**src/rtl/in_frame_pkg.sv**
```systemverilog
// Shared definitions for the input framing controller: FSM states and
// default framing constants.
package in_frame_pkg;

  typedef enum logic [2:0] {
    ST_HUNT    = 3'd0,
    ST_LEN     = 3'd1,
    ST_PAYLOAD = 3'd2,
    ST_CHK     = 3'd3,
    ST_DROP    = 3'd4
  } state_e;

  localparam logic [7:0] SOF_DEF     = 8'hA5;
  localparam int         MAX_LEN_DEF = 16;
  localparam int         DEPTH_DEF   = 32;

endpackage

```
**src/rtl/in_frame_queue.sv**
```systemverilog
// Speculative/commit FIFO: payload is written ahead of a commit pointer and
// only becomes visible to the reader once the frame is committed.
module in_frame_queue #(
  parameter int DEPTH = 32,
  parameter int AW    = 5
) (
  input  logic          clk,
  input  logic          rst_a,
  input  logic          wr_en,
  input  logic [7:0]    wr_data,
  input  logic          commit,
  input  logic          rollback,
  input  logic          pop,
  output logic [7:0]    q_data,
  output logic          q_valid,
  output logic [AW:0]   free
);

  logic [7:0]  mem [DEPTH];
  logic [AW:0] wr_spec;
  logic [AW:0] wr_commit;
  logic [AW:0] rd;

  // NOTE: the storage array has no reset; only the pointers define which
  // entries are meaningful, and leaving it unreset lets it map onto RAM.
  always_ff @(posedge clk) begin
    if (wr_en) mem[wr_spec[AW-1:0]] <= wr_data;
  end

  // NOTE: all state uses non-blocking assignments so every pointer update
  // sees the pre-edge values of the others.
  always_ff @(posedge clk or negedge rst_a) begin
    if (!rst_a) begin
      wr_spec   <= '0;
      wr_commit <= '0;
      rd        <= '0;
    end else begin
      if (rollback)   wr_spec <= wr_commit;
      else if (wr_en) wr_spec <= wr_spec + 1'b1;
      if (commit)     wr_commit <= wr_spec;
      if (pop && q_valid) rd <= rd + 1'b1;
    end
  end

  assign q_valid = (rd != wr_commit);
  assign q_data  = mem[rd[AW-1:0]];
  // Space is judged against committed data only; a same-cycle pop is not credited.
  assign free    = (AW+1)'(DEPTH) - (wr_commit - rd);

endmodule

```
**src/rtl/in_frame_ctrl.sv**
```systemverilog
// Input framing controller: hunts SOF, parses LEN, checks the XOR checksum and
// commits whole good frames into the queue; bad or non-fitting frames are discarded.
module in_frame_ctrl
  import in_frame_pkg::*;
#(
  parameter logic [7:0] SOF     = SOF_DEF,
  parameter int         MAX_LEN = MAX_LEN_DEF,
  parameter int         DEPTH   = DEPTH_DEF,
  parameter int         AW      = 5
) (
  input  logic       clk,
  input  logic       rst_a,
  input  logic       i_valid,
  input  logic [7:0] i_stream,
  output logic       o_event,
  output logic [7:0] o_len,
  output logic       o_err_chk,
  output logic       o_err_len,
  output logic       o_drop,
  output logic       o_busy,
  output logic [7:0] o_q_data,
  output logic       o_q_valid,
  input  logic       i_q_ready
);

  state_e      state, state_nxt;
  logic [7:0]  len_q, chk_acc, cnt, skip_cnt;
  logic [AW:0] free;

  logic len_bad, no_room, chk_ok;
  logic wr_en, commit, rollback;
  logic ev_nxt, err_chk_nxt, err_len_nxt, drop_nxt;

  assign len_bad = (i_stream == 8'd0) || (i_stream > 8'(MAX_LEN));
  assign no_room = (i_stream > 8'(free));
  assign chk_ok  = (i_stream == chk_acc);

  always_ff @(posedge clk or negedge rst_a) begin
    if (!rst_a) state <= ST_HUNT;
    else        state <= state_nxt;
  end

  // NOTE: every comb output gets a default first, so no path infers a latch.
  always_comb begin
    state_nxt = state;
    if (i_valid) begin
      unique case (state)
        ST_HUNT:    if (i_stream == SOF) state_nxt = ST_LEN;
        ST_LEN:     if (len_bad)      state_nxt = ST_HUNT;
                    else if (no_room) state_nxt = ST_DROP;
                    else              state_nxt = ST_PAYLOAD;
        ST_PAYLOAD: if (cnt == 8'd1)  state_nxt = ST_CHK;
        ST_CHK:     state_nxt = ST_HUNT;
        ST_DROP:    if (skip_cnt == 8'd1) state_nxt = ST_HUNT;
        default:    state_nxt = ST_HUNT;
      endcase
    end
  end

  always_comb begin
    wr_en       = 1'b0;
    commit      = 1'b0;
    rollback    = 1'b0;
    ev_nxt      = 1'b0;
    err_chk_nxt = 1'b0;
    err_len_nxt = 1'b0;
    drop_nxt    = 1'b0;
    if (i_valid) begin
      unique case (state)
        ST_LEN: begin
          err_len_nxt = len_bad;
          drop_nxt    = !len_bad && no_room;
        end
        ST_PAYLOAD: wr_en = 1'b1;
        ST_CHK: begin
          commit      = chk_ok;
          ev_nxt      = chk_ok;
          rollback    = !chk_ok;
          err_chk_nxt = !chk_ok;
        end
        default: ;
      endcase
    end
  end

  // Frame bookkeeping and registered status pulses.
  always_ff @(posedge clk or negedge rst_a) begin
    if (!rst_a) begin
      len_q     <= '0;
      chk_acc   <= '0;
      cnt       <= '0;
      skip_cnt  <= '0;
      o_len     <= '0;
      o_event   <= 1'b0;
      o_err_chk <= 1'b0;
      o_err_len <= 1'b0;
      o_drop    <= 1'b0;
    end else begin
      o_event   <= ev_nxt;
      o_err_chk <= err_chk_nxt;
      o_err_len <= err_len_nxt;
      o_drop    <= drop_nxt;
      if (ev_nxt) o_len <= len_q;
      if (i_valid) begin
        unique case (state)
          ST_LEN: begin
            len_q    <= i_stream;
            chk_acc  <= i_stream;
            cnt      <= i_stream;
            skip_cnt <= i_stream + 8'd1;
          end
          ST_PAYLOAD: begin
            chk_acc <= chk_acc ^ i_stream;
            cnt     <= cnt - 8'd1;
          end
          ST_DROP: skip_cnt <= skip_cnt - 8'd1;
          default: ;
        endcase
      end
    end
  end

  assign o_busy = (state != ST_HUNT);

  in_frame_queue #(
    .DEPTH (DEPTH),
    .AW    (AW)
  ) u_queue (
    .clk      (clk),
    .rst_a    (rst_a),
    .wr_en    (wr_en),
    .wr_data  (i_stream),
    .commit   (commit),
    .rollback (rollback),
    .pop      (i_q_ready),
    .q_data   (o_q_data),
    .q_valid  (o_q_valid),
    .free     (free)
  );

endmodule

```
**config.mk**
```make
export PLATFORM = sky130hd
export DESIGN_NAME = in_frame_ctrl
export DESIGN_NICKNAME = d
export VERILOG_FILES = /design/src/rtl/in_frame_pkg.sv /design/src/rtl/in_frame_queue.sv /design/src/rtl/in_frame_ctrl.sv
export SDC_FILE = /design/constraint.sdc
export NUM_CORES = 1
export LEC_CHECK = 0
export BUFFER_PORTS_ARGS = -buffer_cell sky130_fd_sc_hd__buf_2
export CAP_MARGIN = 30
export CORE_ASPECT_RATIO = 1.75
export CORE_UTILIZATION = 65
export CTS_BUF_LIST = sky130_fd_sc_hd__clkbuf_8
export CTS_CLUSTER_SIZE = 14
export DETAILED_ROUTE_END_ITERATION = 12
export HOLD_SLACK_MARGIN = 0.12
export PLACE_DENSITY = 0.83
export SETUP_SLACK_MARGIN = 0.05
export SLEW_MARGIN = 20
export SYNTH_ARGS = -nofsm -noshare
export SYNTH_HDL_FRONTEND = slang
export SYNTH_SLANG_ARGS = --single-unit
```
**constraint.sdc**
```tcl
create_clock -name clk -period 3.45 [get_ports clk]
set_input_delay 0.1725 -clock clk [delete_from_list [all_inputs] [get_ports clk]]
set_output_delay 0.1725 -clock clk [all_outputs]
set_load 0.1 [all_outputs]
```
# Word-level counts from Yosys, hierarchy flattened

Memories as Yosys holds them, arrays and structs flattened.
Index checks and enable logic that the tools add are counted.

Register bits: 65
RAM bits: 256
Input bits: 12
Output and inout port bits: 22
Logic and storage cells: 74
Memories: 1

Memories:

| memory      | words | width | rd ports | clocked after Yosys merged registers in | write ports | RTL line             | RTL |
|---|---|---|---|---|---|---|---|
| u_queue.mem | 32    | 8     | 1        | 0                                       | 1           | in_frame_queue.sv:19 | `logic [7:0] mem [DEPTH];` |

$add $sub $neg: 7
Magnitude comparators: 2
Equality and inequality tests: 12
Muxes and demuxes: 23
Bitwise gates (word level): 1
Reduce and logical (&&, ||, !) cells: 15

Operator list:

| cell                                                                            | number |
|---|---|
| 8-bit case mux with 2 select lines                                              | 3 |
| 8-bit by 1-bit equality test with 1-bit output, second input constant           | 2 |
| 8-bit by 1-bit subtractor with 8-bit output, second input constant              | 2 |
| 3-bit two-way mux                                                               | 5 |
| 6-bit by 1-bit adder with 6-bit output, second input constant                   | 2 |
| 1-bit two-way mux                                                               | 12 |
| 6-bit two-way mux                                                               | 2 |
| 3-bit case mux with 4 select lines                                              | 1 |
| 8-bit by 1-bit adder with 8-bit output, second input constant                   | 1 |
| 8-bit equality test                                                             | 1 |
| 8-bit equality test, second input constant                                      | 1 |
| 8-bit by 5-bit greater-than comparator with 1-bit output, second input constant | 1 |
| 8-bit by 6-bit greater-than comparator with 1-bit output                        | 1 |
| 8-bit zero test                                                                 | 1 |
| 8-bit XOR                                                                       | 1 |
| 3-bit by 2-bit equality test with 1-bit output, second input constant           | 2 |
| 2-bit != test, second input constant                                            | 3 |
| 6-bit != test                                                                   | 1 |
| 2-bit AND reduction                                                             | 3 |
| 2-bit nonzero test                                                              | 3 |
| 6-bit subtractor                                                                | 1 |
| 6-bit subtractor, first input constant                                          | 1 |
| 4-bit AND reduction                                                             | 1 |
| 3-bit by 1-bit equality test with 1-bit output, second input constant           | 1 |
| other kinds (6)                                                                 | 8 |

# Logic depth before layout (Yosys ltp)

Word-level depth: 6
Gate-level depth with buffers: 16
Depth with buffers taken out: 13

# Cells and area by module

From an unflattened synthesis, not the netlist that was laid out.

Cell total of the unflattened synthesis: 901
Area, all modules: 13892.1 µm²

By module, submodules not included:

| module         | times used | cells an instance | area an instance (µm²) |
|---|---|---|---|
| in_frame_queue | 1          | 578               | 11014.3 |
| in_frame_ctrl  | 1          | 323               | 2877.8 |

# Worst setup path before layout

Ideal clock, no wire load.

Path type: reg-to-reg
Start point: register u_queue.rd[0]
End point: register u_queue.rd[1]
Data arrival time: 3120 ps
Required time: 3325 ps
Path slack: 205 ps
Stages on the path, launching flop included: 11
Path through: dfrtp_1 > buf_6 > buf_8 > buf_12 > inv_2 > ha_1 > and3_1 > nand4_1 > and2_1 > clkbuf_1 > mux2_2

Word-level cells in the longest chain between the ends: 2
Elaborated cells on any way between the ends: 3
Those cells by class: 1 x add/sub; 1 x eq/ne; 1 x reduce/logical

RTL lines:

| item                     | RTL line             | RTL |
|---|---|---|
| start: declaration       | in_frame_queue.sv:22 | `logic [AW:0] rd;` |
| start signal: assignment | in_frame_queue.sv:41 | `if (pop && q_valid) rd <= rd + 1'b1;` |
| 6-bit != test            | in_frame_queue.sv:45 | `assign q_valid = (rd != wr_commit);` |
| via o_q_valid            | in_frame_ctrl.sv:22  | `output logic o_q_valid,` |
| 1-bit logical AND        | in_frame_queue.sv:41 |  |

The timed path passes the listed nets, and every way through them passes these cells.
A chain may end at the register's enable or synchronous reset.

# Final worst setup path

Start point: register u_queue.rd[0]
End point: output o_q_data[2]

Word-level cells in the longest chain between the ends: 1

RTL lines:

| item                   | RTL line            | RTL |
|---|---|---|
| memory read 32 x 8 bit | n/a                 |  |
| end: declaration       | in_frame_ctrl.sv:21 | `output logic [7:0] o_q_data,` |

Every way passes these cells.

==> key figures <==
Drt
  – Via Count: 8152
  – DR top layer: met4
  – DRC: 2
  – Via-per-instance ratio: 6.51
  – TritonRoute pass-1 iters: 9
  – Total Routed Length: 30.7 mm
  – Metal3 WL: 1.72 mm
  – Drt initial violations: 860
  – Wirelength per Cell: 24.6 µm
  – Post-Route M1 WL: 10.7 mm
  – Met2 Routed Length: 16.6 mm
  – Antenna viol nets, final: 0

CTS
  – TritonCTS clock tree: yes
  – Clock buffer depth: 3
  – Post-CTS Repair Setup Buffers: 0
  – H-tree Lvls: 2
  – Clk sinks: 321
  – CTS buffer count: 43
  – Clock Tree Root: clkbuf_8
  – Reg clk slew, reported paths: 0.07 ns
  – Worst skew pair latency: 0.56 ns

Final layout
  – Area Growth Syn to Fin: 9.78%
  – ANT cells: 0
  – Fin nets: 1007
  – Final Util: 72.9%
  – Non-filler cells, final: 1252
  – Final Instance Area: 0.0152 mm²
  – Ratio of cells with drive above 1 in the final layout: 20.1%

STA
  – Fmax achieved: 301 MHz
  – Final period util: 96.4%
  – Tightest Pin Transition: 0.854 ns
  – Setup WS post-layout: 0.125 ns
  – Slew headroom: 42.9%
  – Max-slew violations: 0
  – Fin Setup TNS: 0 ns
  – Fin. Hold Viols: 0
  – RSZ-0062 raised after global routing: no
  – Minimum clock period: 3.33 ns
  – Clock Skew: 0.0119 ns
  – Final setup vio count: 0

Synth
  – Synth area leaders: edfxtp_1 (56%), dfrtp_1 (12%), mux4_2 (7.6%)
  – Post-synth ARST share: 20.2%
  – FF+latch count, synth: 321
  – Cell taking the most area after synthesis: edfxtp_1
  – Synth Net Count: 933
  – Seq/Total Area, Yosys: 67.3%
  – Most numerous cell in the Yosys netlist: edfxtp_1
  – Commonest cells in the netlist: edfxtp_1 (256), nor2_1 (70), dfrtp_1 (65), nand2_1 (56), mux4_2 (47)
  – Synthesized area per cell: 15.5 µm²
  – Yosys Warn Count: 0
  – Ys flop type: edfxtp_1
  – Number of synthesized flops with an enable pin: 256
  – Top-area cell type share of the netlist area: 55.6%
  – Post-synthesis cell area: 0.0138 mm²
  – Synthesized instance count: 893
  – Library cells used by synthesis: 65

Critical path
  – Setup crit start: u_queue.rd[0]
  – Crit Path Category: flip-flop to output port
  – Worst setup EP type: output port
  – CP endpoint: o_q_data[2]
  – CP Max Fanout: 34
  – Reg2reg path depth: 13
  – RR Endpoint: state[1]
  – Reg2Reg Launch Point: u_queue.rd[0]
  – Slack of the worst reg-to-reg path: 0.37 ns
  – Startpoint Class: flip-flop
  – Arr. time, crit path: 3.15 ns
  – Required time of the critical path: 3.28 ns

Global routing
  – Gr usage total: 29.3%
  – Vias in the first global route: 8396
  – Antenna violations before repair: 0
  – First-pass GRT wire length: 47.4 mm
  – Grt ovf: 0
  – Pin count of the biggest net entering global routing: 68

Power and ir drop
  – Internal Power: 7180 µW
  – Clk pwr share: 22.4%
  – NetSw: 4430 µW
  – Fraction of power spent switching nets: 38.2%
  – Combinational share of power: 36.9%
  – Flop pwr share: 40.7%
  – LEAKAGE: 0.00558 µW
  – VDD IR max: 582 µV
  – Pwr/cell area: 764 mW/mm²

Placed design
  – Dpl ws: 0.453 ns
  – Post-DP Area: 0.0143 mm²
  – Placed cell count: 1168
  – IO Port Bufs: 33
  – Routability congestion estimate: 0.872
  – Hpwl dp: 19.9 mm

Die
  – Die area: 0.0219 mm²
  – Die span in x: 112 µm
  – Starting Density: 66.4%
  – Num ports: 34
  – Core Area: 0.0208 mm²
  – Chip height: 195 µm
  – FP Rows: 70

Status
  – Failing checks: DRC
  – Status: complete, but fails checks

Run
  – Max-cap viol count: 0

Min path
  – Worst Hold Class: primary input to asynchronous set/reset pin
[power groups by stage]
stage               combinational (µW)  sequential, µW  clock [µW]
floorplan                         3340            4700           0
global placement                  4130            4760           0
detailed placement                4200            4780           0
CTS                               4240            4700        2620
global route                      4560            4750        2790
finish                            4290            4720        2600
[metrics by stage]
| stage | total power (µW) | hold WS [ns] |
|---|---|---|
| finish | 11600 | 0.181 |
| global placement | 8890 | 0.229 |
| detailed placement | 8970 | 0.237 |
| CTS | 11600 | 0.188 |
| floorplan | 8040 | -0.123 |
| global route | 12100 | 0.244 |
[what timing repair did]
action	4_1_cts	5_1_grt
resized for setup	0	1
hold endpoints to repair	37	0
endpoints found under the setup margin	0	2
hold buffers	5	0
[metal layers]
| layer | global-route usage (%) | up-vias |
|---|---|---|
| met1 | 34.0 | 4096 |
| met5 | 0 | - |
| li1 | - | 3621 |
| met4 | 16.8 | 0 |
| met3 | 3.51 | 86 |
| met2 | 52.4 | 349 |
[sequential cells by signal, summed over array words and instances, names as in the netlist]
signal and cells:
skip_cnt 8, o_len 8, u_queue.rd 6, o_err_chk 1
chk_acc 8, cnt 8, o_drop 1, u_queue.wr_commit 6
o_event 1, state 3, len_q 8, o_err_len 1
u_queue.wr_spec 6, u_queue.mem 256
[final cells by class]
class | instances | area (µm²)
fill | 1289 | 5650
inverter | 19 | 71.3
clock buffer | 47 | 647
timing repair buffer | 84 | 611
sequential | 321 | 9320
tap | 252 | 315
multi-input combinational | 498 | 4090
clock inverter | 31 | 133
[cells in the final DEF, fill, tap and decap left out, types with 5 or more instances in the layout]
master | Yosys | routed
dlygate4sd3_1 | 0 | 5
xnor2_1 | 13 | 13
nor2_1 | 70 | 70
o22ai_1 | 9 | 9
a22oi_1 | 7 | 7
and3_1 | 6 | 6
clkinv_1 | 0 | 6
buf_2 | 24 | 33
ha_1 | 27 | 27
nand3_1 | 19 | 19
o221ai_1 | 8 | 8
nor2b_1 | 6 | 6
dfrtp_1 | 65 | 63
clkbuf_8 | 0 | 47
mux4_2 | 47 | 47
a21oi_1 | 43 | 43
nand2_1 | 56 | 56
mux2i_1 | 38 | 38
xor2_1 | 16 | 16
nor4_1 | 5 | 5
nor3_1 | 7 | 7
edfxtp_1 | 256 | 256
mux2_2 | 10 | 10
nand4_1 | 7 | 7
a311oi_1 | 9 | 9
o21ai_0 | 20 | 20
a211oi_1 | 12 | 12
buf_4 | 7 | 43
inv_1 | 18 | 37
[how the worst min path moves through the flow]
stage,start,to,slack [ns],cells past startpoint
2_1_floorplan,rst_a,chk_acc[0],-0.12,0
3_3_place_gp,rst_a,len_q[3],0.23,1
3_5_place_dp,rst_a,len_q[6],0.24,1
4_1_cts,rst_a,u_queue.wr_commit[4],0.19,2
5_1_grt,i_stream[4],u_queue.mem[21][4],0.24,2
6_report,rst_a,o_len[7],0.18,2
[logic make-up (layout without fill, tap and decap cells)]
group | Yosys count | count (layout) | synth area share [%]
flip-flops | 321 | 321 | 67.3
multiplexers | 96 | 96 | 11.3
AO/OA/AOI/OAI | 140 | 140 | 6.66
XOR/XNOR | 29 | 29 | 1.84
buffers and inverters | 74 | 181 | 3.11
adder cells (fa/ha/maj) | 28 | 28 | 2.59
AND/OR/NAND/NOR | 205 | 205 | 7.17
[worst max-delay path, cell delays in order, from the launching register on]
cell and delay, ns:
dfrtp_4 0.48, buf_16 0.27, mux4_2 0.54, a2111oi_0 0.71, o21a_1 0.21, a21oi_1 0.06
buf_2 0.31
No activity file was read; power rests on OpenSTA's default activity.
